<file path="src/rtl/llr_loader_pkg.sv">
// rtl/llr_loader_pkg.sv - shared FSM state and error-code definitions for the LLR input loader
package llr_loader_pkg;

    typedef enum logic [1:0] {
        S_IDLE,
        S_WAIT,
        S_LOAD,
        S_DONE
    } loader_state_t;

    localparam logic [1:0] ERR_NONE          = 2'b00;
    localparam logic [1:0] ERR_EARLY_TLAST   = 2'b01;
    localparam logic [1:0] ERR_MISSING_TLAST = 2'b10;

endpackage

</file>
<file path="src/rtl/llr_sym_sat.sv">
// rtl/llr_sym_sat.sv - maps the most-negative LLR code onto its symmetric neighbour
module llr_sym_sat #(
    parameter int LLR_WIDTH = 8
) (
    input  logic [LLR_WIDTH-1:0] llr_in,
    output logic [LLR_WIDTH-1:0] llr_out
);

    localparam logic [LLR_WIDTH-1:0] MOST_NEG = LLR_WIDTH'(1) << (LLR_WIDTH - 1);
    localparam logic [LLR_WIDTH-1:0] SYM_NEG  = MOST_NEG + LLR_WIDTH'(1);

    assign llr_out = (llr_in == MOST_NEG) ? SYM_NEG : llr_in;

endmodule

</file>
<file path="src/rtl/llr_input_loader.sv">
// rtl/llr_input_loader.sv - stream-to-BRAM LLR frame loader; LLR_SYM_SATURATE_EN enables symmetric lane saturation
module llr_input_loader
    import llr_loader_pkg::*;
#(
    parameter int                     FRAME_LEN       = 1024,
    parameter int                     LANES           = 4,
    parameter int                     LLR_WIDTH       = 8,
    parameter int                     STATE_WIDTH     = 10,
    parameter logic [STATE_WIDTH-1:0] INPUT_STATE     = 10'd2,
    parameter int                     RESET_WAIT_TIME = 20,
    localparam int                    BEATS           = FRAME_LEN / LANES,
    localparam int                    ADDR_WIDTH      = (BEATS > 1) ? $clog2(BEATS) : 1
) (
    input  logic                          clk,
    input  logic                          reset,
    input  logic [STATE_WIDTH-1:0]        state,
    input  logic                          saxis_tvalid,
    input  logic                          saxis_tlast,
    input  logic [LANES*LLR_WIDTH-1:0]    saxis_tdata,
    output logic                          saxis_tready,
    output logic [ADDR_WIDTH-1:0]         bram_addr,
    output logic [LANES*LLR_WIDTH-1:0]    bram_wdata,
    output logic                          bram_en,
    output logic                          bram_we,
    output logic                          load_done,
    output logic                          error,
    output logic [1:0]                    error_code
);

    localparam int DATA_WIDTH = LANES * LLR_WIDTH;
    localparam int WAIT_WIDTH = (RESET_WAIT_TIME > 1) ? $clog2(RESET_WAIT_TIME) : 1;
    localparam logic [WAIT_WIDTH-1:0] WAIT_LAST = WAIT_WIDTH'(RESET_WAIT_TIME - 1);
    localparam logic [ADDR_WIDTH-1:0] BEAT_LAST = ADDR_WIDTH'(BEATS - 1);

    loader_state_t          cur_state;
    loader_state_t          next_state;
    logic [WAIT_WIDTH-1:0]  wait_cnt;
    logic [ADDR_WIDTH-1:0]  beat_cnt;
    logic                   done_q;
    logic                   error_q;
    logic [1:0]             error_code_q;
    logic                   in_state;
    logic                   accept;
    logic                   last_beat;
    logic [DATA_WIDTH-1:0]  sat_data;

    assign in_state  = (state == INPUT_STATE);
    assign accept    = (cur_state == S_LOAD) && saxis_tvalid;
    assign last_beat = (beat_cnt == BEAT_LAST);

`ifdef LLR_SYM_SATURATE_EN
    for (genvar i = 0; i < LANES; i++) begin : g_sat
        llr_sym_sat #(
            .LLR_WIDTH (LLR_WIDTH)
        ) u_sat (
            .llr_in  (saxis_tdata[i*LLR_WIDTH +: LLR_WIDTH]),
            .llr_out (sat_data[i*LLR_WIDTH +: LLR_WIDTH])
        );
    end
`else
    assign sat_data = saxis_tdata;
`endif

    always_comb begin
        next_state   = cur_state;
        saxis_tready = 1'b0;
        bram_en      = 1'b0;
        case (cur_state)
            S_IDLE: begin
                if (in_state) next_state = S_WAIT;
            end
            S_WAIT: begin
                bram_en = 1'b1;
                if (wait_cnt == WAIT_LAST) next_state = S_LOAD;
            end
            S_LOAD: begin
                saxis_tready = 1'b1;
                bram_en      = 1'b1;
                if (accept && (last_beat || saxis_tlast)) next_state = S_DONE;
            end
            S_DONE: begin
                next_state = S_DONE;
            end
            default: next_state = S_IDLE;
        endcase
        // Leaving the input phase overrides everything and restarts from idle
        if (!in_state) next_state = S_IDLE;
    end

    // Data is gated outside S_LOAD so the write bus reads zero while idle or in reset
    assign bram_we    = accept;
    assign bram_addr  = beat_cnt;
    assign bram_wdata = (cur_state == S_LOAD) ? sat_data : '0;
    assign load_done  = done_q;
    assign error      = error_q;
    assign error_code = error_code_q;

    always_ff @(posedge clk or posedge reset) begin
        if (reset) begin
            cur_state    <= S_IDLE;
            wait_cnt     <= '0;
            beat_cnt     <= '0;
            done_q       <= 1'b0;
            error_q      <= 1'b0;
            error_code_q <= ERR_NONE;
        end else begin
            cur_state <= next_state;
            done_q    <= 1'b0;
            case (cur_state)
                S_IDLE: begin
                    if (in_state) begin
                        wait_cnt     <= '0;
                        beat_cnt     <= '0;
                        error_q      <= 1'b0;
                        error_code_q <= ERR_NONE;
                    end
                end
                S_WAIT: begin
                    wait_cnt <= wait_cnt + WAIT_WIDTH'(1);
                end
                S_LOAD: begin
                    if (accept) begin
                        if (!last_beat) beat_cnt <= beat_cnt + ADDR_WIDTH'(1);
                        if (in_state) begin
                            if (last_beat) begin
                                done_q <= 1'b1;
                                if (!saxis_tlast) begin
                                    error_q      <= 1'b1;
                                    error_code_q <= ERR_MISSING_TLAST;
                                end
                            end else if (saxis_tlast) begin
                                error_q      <= 1'b1;
                                error_code_q <= ERR_EARLY_TLAST;
                            end
                        end
                    end
                end
                default: ;
            endcase
        end
    end

endmodule

</file>
<file path="config.mk">
export PLATFORM = sky130hd
export DESIGN_NAME = llr_input_loader
export DESIGN_NICKNAME = d
export VERILOG_FILES = /design/src/rtl/llr_loader_pkg.sv /design/src/rtl/llr_sym_sat.sv /design/src/rtl/llr_input_loader.sv
export SDC_FILE = /design/constraint.sdc
export NUM_CORES = 1
export LEC_CHECK = 0
export CAP_MARGIN = 15
export CORE_ASPECT_RATIO = 0.7
export CORE_MARGIN = 3
export CORE_UTILIZATION = 25
export CTS_CLUSTER_DIAMETER = 200
export DETAILED_ROUTE_END_ITERATION = 6
export REMOVE_ABC_BUFFERS = 1
export SKIP_LAST_GASP = 1
export SYNTH_ARGS = -nofsm -noshare
export SYNTH_HDL_FRONTEND = slang
export SYNTH_SLANG_ARGS = --single-unit
</file>
<file path="constraint.sdc">
create_clock -name clk -period 2.05 [get_ports clk]
set_input_delay 0.3075 -clock clk [delete_from_list [all_inputs] [get_ports clk]]
set_output_delay 0.3075 -clock clk [all_outputs]
set_load 0.02 [all_outputs]
</file>
# Word-level counts from Yosys, hierarchy flattened
# Index checks and enable logic that the tools add are counted.
[word_totals]
inputBits = 46
output_inout_bits = 47
register_bits = 19
word_cells = 64
[classes]
addsub = 2
n_mux = 31
reduce_logical = 11
eq_ne = 14
[op_table]
columns = ["op", "count"]
rows = [
  ["32-bit 2-to-1 mux", 1],
  ["8-bit 2-to-1 mux", 3],
  ["2-bit 2-to-1 mux", 9],
  ["8-bit one-hot mux with 2 select lines", 1],
  ["1-bit 2-to-1 mux", 12],
  ["3-bit != test (second input constant)", 4],
  ["10-bit by 2-bit equality test with 1-bit output (second input constant)", 1],
  ["5-bit one-hot mux with 2 select lines", 1],
  ["8-bit by 1-bit adder with 8-bit output (second input constant)", 1],
  ["8-bit equality test (second input constant)", 1],
  ["2-bit != test (second input constant)", 4],
  ["2-bit one-hot mux with 4 select lines", 1],
  ["6-bit AND reduction", 1],
  ["5-bit by 1-bit adder with 5-bit output (second input constant)", 1],
  ["5-bit equality test (second input constant)", 1],
  ["5-bit 2-to-1 mux", 1],
  ["2-bit equality test (second input constant)", 2],
  ["2-bit one-hot mux with 2 select lines", 1],
  ["2-bit AND reduction", 2],
  ["4-bit AND reduction", 1],
  ["2-bit nonzero test", 2],
  ["2-bit by 1-bit equality test with 1-bit output (second input constant)", 1],
  ["1-bit logical AND", 2],
  ["2-bit zero test", 1],
  ["3 further kinds", 3],
]

# Logic depth before layout (Yosys ltp)
[logic_depth]
depth_word = 6
mapped_depth = 7
depth_no_buf = 6

# Worst setup path after synthesis
# Ideal clock, no wire load.
[synth_path]
path_kind = "reg2out"
from = "reg cur_state[0]"
to = "out bram_wdata[0]"
arrival_time_ps = 1643
setup_slack_ps = 99
stages_incl_launch_ff = 6
path_buffers = 2
cell_sequence = "dfrtp_1 inv_1 ha_1 clkbuf_1 clkbuf_1 and2_1"
[synth_via]
elab_chain_cells = 2
[synth_lines]
columns = ["item", "line_no", "rtl"]
rows = [
  ["start: declaration", "llr_input_loader.sv:35", "loader_state_t cur_state;"],
  ["start signal: assignment", "llr_input_loader.sv:107", "cur_state <= next_state;"],
  ["2-bit equality test", "llr_input_loader.sv:93", "assign bram_wdata = (cur_state == S_LOAD) ? sat_data : '0;"],
  ["32-bit 2-to-1 mux", "llr_input_loader.sv:93", ""],
  ["end: declaration", "llr_input_loader.sv:22", "output logic [LANES*LLR_WIDTH-1:0] bram_wdata,"],
]
# No other way between the ends.

# Worst setup path in the final report
[layout_path]
from = "reg cur_state[0]"
to = "out bram_wdata[2]"
# Same word-level chain as after synthesis.

==> flow_metrics.tcl <==
set metrics [dict create \
    max_freq_ghz 0.497 \
    grt_pass1_vias 1570 \
    die_y_um 73.0 \
    final_nets 366 \
    core_area_mm2 0.00596 \
    swShare 0.255 \
    dr.pass1.iters 4 \
    grt_start_max_net_pins 44 \
    n_antenna_cell 0 \
    cts_tree "done" \
    setup_viol_count_final 0 \
    io_buffers 92 \
    track_usage 0.147 \
    status "finished, final reports clean" \
    net-switching-power_w 0.000218 \
    vias_per_cell 4.82 \
    synth_top_area_frac 0.296 \
    antenna_left 0 \
    drive_gt1_frac 0.188 \
    pre_cts_ws_ns -0.158 \
    cts_root_buf "clkbuf_8" \
    synthCells 197 \
    finClkSkew_ns 0.00540 \
    syn_avg_cell_area_um2 8.14 \
    cp_max_fo 43 \
    synth_edf_count 0 \
    drt-total-wl_mm 5.68 \
    crit_path_start_kind "flip-flop" \
    syn_area_mm2 0.00160 \
    tightest_slew_ns 0.542 \
    wire_per_inst_um 14.6 \
    pwr_density_cell_mw_per_mm2 307 \
    rrSetupSlack_ns 0.07 \
    synth_xor_xnor_area_share 0.00546 \
    r2r_end "cur_state[1]$_DFFE_PP0P_" \
    place_area_mm2 0.00282 \
    ios 93 \
    cap_violations 0 \
    cts_buffer_depth 2 \
    synthTopCellsByArea "dfrtp_1 30%, and2_1 13%, ha_1 4.7%" \
    critical_path_class "flip-flop to primary output" \
    place.gp.congestion 0.808 \
    p_comb_frac 0.208 \
    remaining_drc_errors 0 \
    irDropWorstVdd_mv 0.197 \
    min_period_ns 2.01 \
    synth_warnings 0 \
    initial_core_util 0.269 \
    synth_top_family_by_area "simple AND/OR/NAND/NOR gates" \
    path_clk_slew_ns 0.08 \
    hold_path.class "primary input to asynchronous set/reset pin" \
    leakagePower_nw 1.21 \
    fin_area_mm2 0.00278 \
    grt_overflow 0 \
    seq_area_frac_synth 0.296 \
    hold_violations 0 \
    place_hpwl_mm 4.51 \
    timing.rr.start "cur_state[0]$_DFFE_PP0P_" \
    muxShareOfSynthArea 0 \
    slew_violations 0 \
    ys_ff_latch 19 \
    setup_tns_ns 0 \
    antenna_found_initial 0 \
    synthSimpleGateAreaFrac 0.381 \
    die-area_mm2 0.00743 \
    synth_top_area_cell "dfrtp_1" \
    fin_ws_ns 0.0363 \
    die_x_um 102 \
    cts_hold_buf 0 \
    p_int_w 0.000636 \
    post-route-util 0.467 \
    htree_levels 1 \
    p_seq_frac 0.467 \
    layout_worst_path_cycle_share 0.982 \
    cp.arrival_ns 1.71 \
    num_rows 23 \
    power.share.clock 0.326 \
    r2r_cells 7 \
    synth_compound_area_frac 0.227 \
    slew_headroom 0.637 \
    endpoint "bram_wdata[2]" \
    synth_cell_type_count 48 \
    grt_pass1_wl_mm 8.61 \
    detail_route.iter0.violations 181 \
    synthFlopType "dfrtp_1" \
    numCtsBuffers 3 \
    area_growth_pct 73.6 \
    ys_async_sr_fraction 1.00 \
    cp.required_ns 1.74 \
    synthAdderAreaFrac 0.0468 \
    cts_sinks 19 \
    vias 1870 \
    cp-end-kind "primary output" \
    clock_latency_ns 0.26 \
    startpoint "cur_state[0]$_DFFE_PP0P_" \
]
sequential cells by signal, summed over array words and instances (netlist names):
| signal | flops |
|---|---|
| bram_addr | 8 |
| cur_state | 2 |
| load_done | 1 |
| error_code | 2 |
| wait_cnt | 5 |
| error | 1 |
kinds of logic (layout without fill, tap and decap cells):
group                    count (synthesis)  in the layout
AND/OR/NAND/NOR                        102            102
AO/OA/AOI/OAI                           51             51
flip-flops                              19             19
buffers and inverters                   18            134
adder cells (fa/ha/maj)                  6              6
XOR/XNOR                                 1              1
through the flow:
stage	total power, W	hold slack [ns]	std cells
after detailed placement	0.000584	0.511	383
final	0.000853	0.369	388
after floorplan	0.000451	0.259	188
after global placement	0.000583	0.515	383
after CTS	0.000859	0.387	387
after global routing	0.000891	0.408	388
layout make-up:
| cell class | count | area, um^2 |
|---|---|---|
| Clock buffer | 3 | 41.3 |
| Clock inverter | 1 | 5.00 |
| Tap cell | 75 | 93.8 |
| Multi-Input combinational cell | 160 | 1060 |
| Inverter | 9 | 33.8 |
| Fill cell | 582 | 3170 |
| Sequential cell | 19 | 475 |
| Timing Repair Buffer | 121 | 1070 |
cell usage in the layout, fill, tap and decap left out, drive strengths merged, types with 3 or more instances in the layout:
master / netlist / final
a21oi: 9 / 9
a31oi: 3 / 3
and2: 34 / 34
buf: 2 / 29
clkbuf: 7 / 18
clkdlybuf4s15: 0 / 7
clkdlybuf4s50: 0 / 58
dfrtp: 19 / 19
dlygate4sd2: 0 / 12
ha: 6 / 6
inv: 9 / 9
nand2: 15 / 15
nand3: 12 / 12
nand4b: 4 / 4
nor2: 10 / 10
nor3: 3 / 3
o211ai: 4 / 4
o21ai: 14 / 14
or2: 3 / 3
or4: 4 / 4
power groups by stage:
stage               registers, W  logic (W)  clock network, W
global route            0.000401   0.000190          0.000300
floorplan               0.000415  0.0000361                 0
finish                  0.000398   0.000177          0.000278
global placement        0.000406   0.000177                 0
detailed placement      0.000406   0.000178                 0
CTS                     0.000398   0.000178          0.000283
synth_stat cells (2+ instances only):
library cell and n:
a21oi_1 9, a221o_1 2, a221oi_1 2, a31oi_1 3, and2_1 34, and3_1 2, buf_2 2, clkbuf_1 7
dfrtp_1 19, ha_1 6, inv_1 9, nand2_1 15, nand2b_1 2, nand3_1 12, nand3b_1 2, nand4_1 2
nand4b_1 4, nor2_1 10, nor2b_1 2, nor3_1 3, o211ai_1 4, o21ai_0 14, o311ai_0 2, or2_2 3
or3b_2 2, or4_1 3
critical path: stages, from the launching register on:
cell,delay (ns)
dfrtp_1,0.41
inv_1,0.12
ha_2,0.23
buf_12,0.19
and2_1,0.14
dlygate4sd2_1,0.34
worst min path at each step:
stage                                  startpoint                        to  slack [ns]  depth (start not counted)
after floorplan                             reset  bram_addr[0]$_DFFE_PP0P_        0.26                          1
after global placement    wait_cnt[0]$_DFFE_PP0P_   wait_cnt[0]$_DFFE_PP0P_        0.52                          1
final                                       reset   wait_cnt[1]$_DFFE_PP0P_        0.37                          3
after global routing                        reset  bram_addr[3]$_DFFE_PP0P_        0.41                          3
after detailed placement  wait_cnt[0]$_DFFE_PP0P_   wait_cnt[0]$_DFFE_PP0P_        0.51                          1
after CTS                                   reset   wait_cnt[1]$_DFFE_PP0P_        0.39                          3
metal layers:
layer  vias up  track usage  part of all wire
li1        955            -                 -
met4         0       0.0177            0.0016
met3         2       0.0353             0.067
met1       852        0.244              0.50
met5         -            0                 0
met2        61        0.190              0.44
what timing repair did:
action                     4_1_cts  5_1_grt
setup buffers                    0        1
gates resized for setup         34       38
setup endpoints to repair       34       34
hold endpoints to repair         0        0
pin swaps                        0        1
Power figures use the tool's default switching activity.
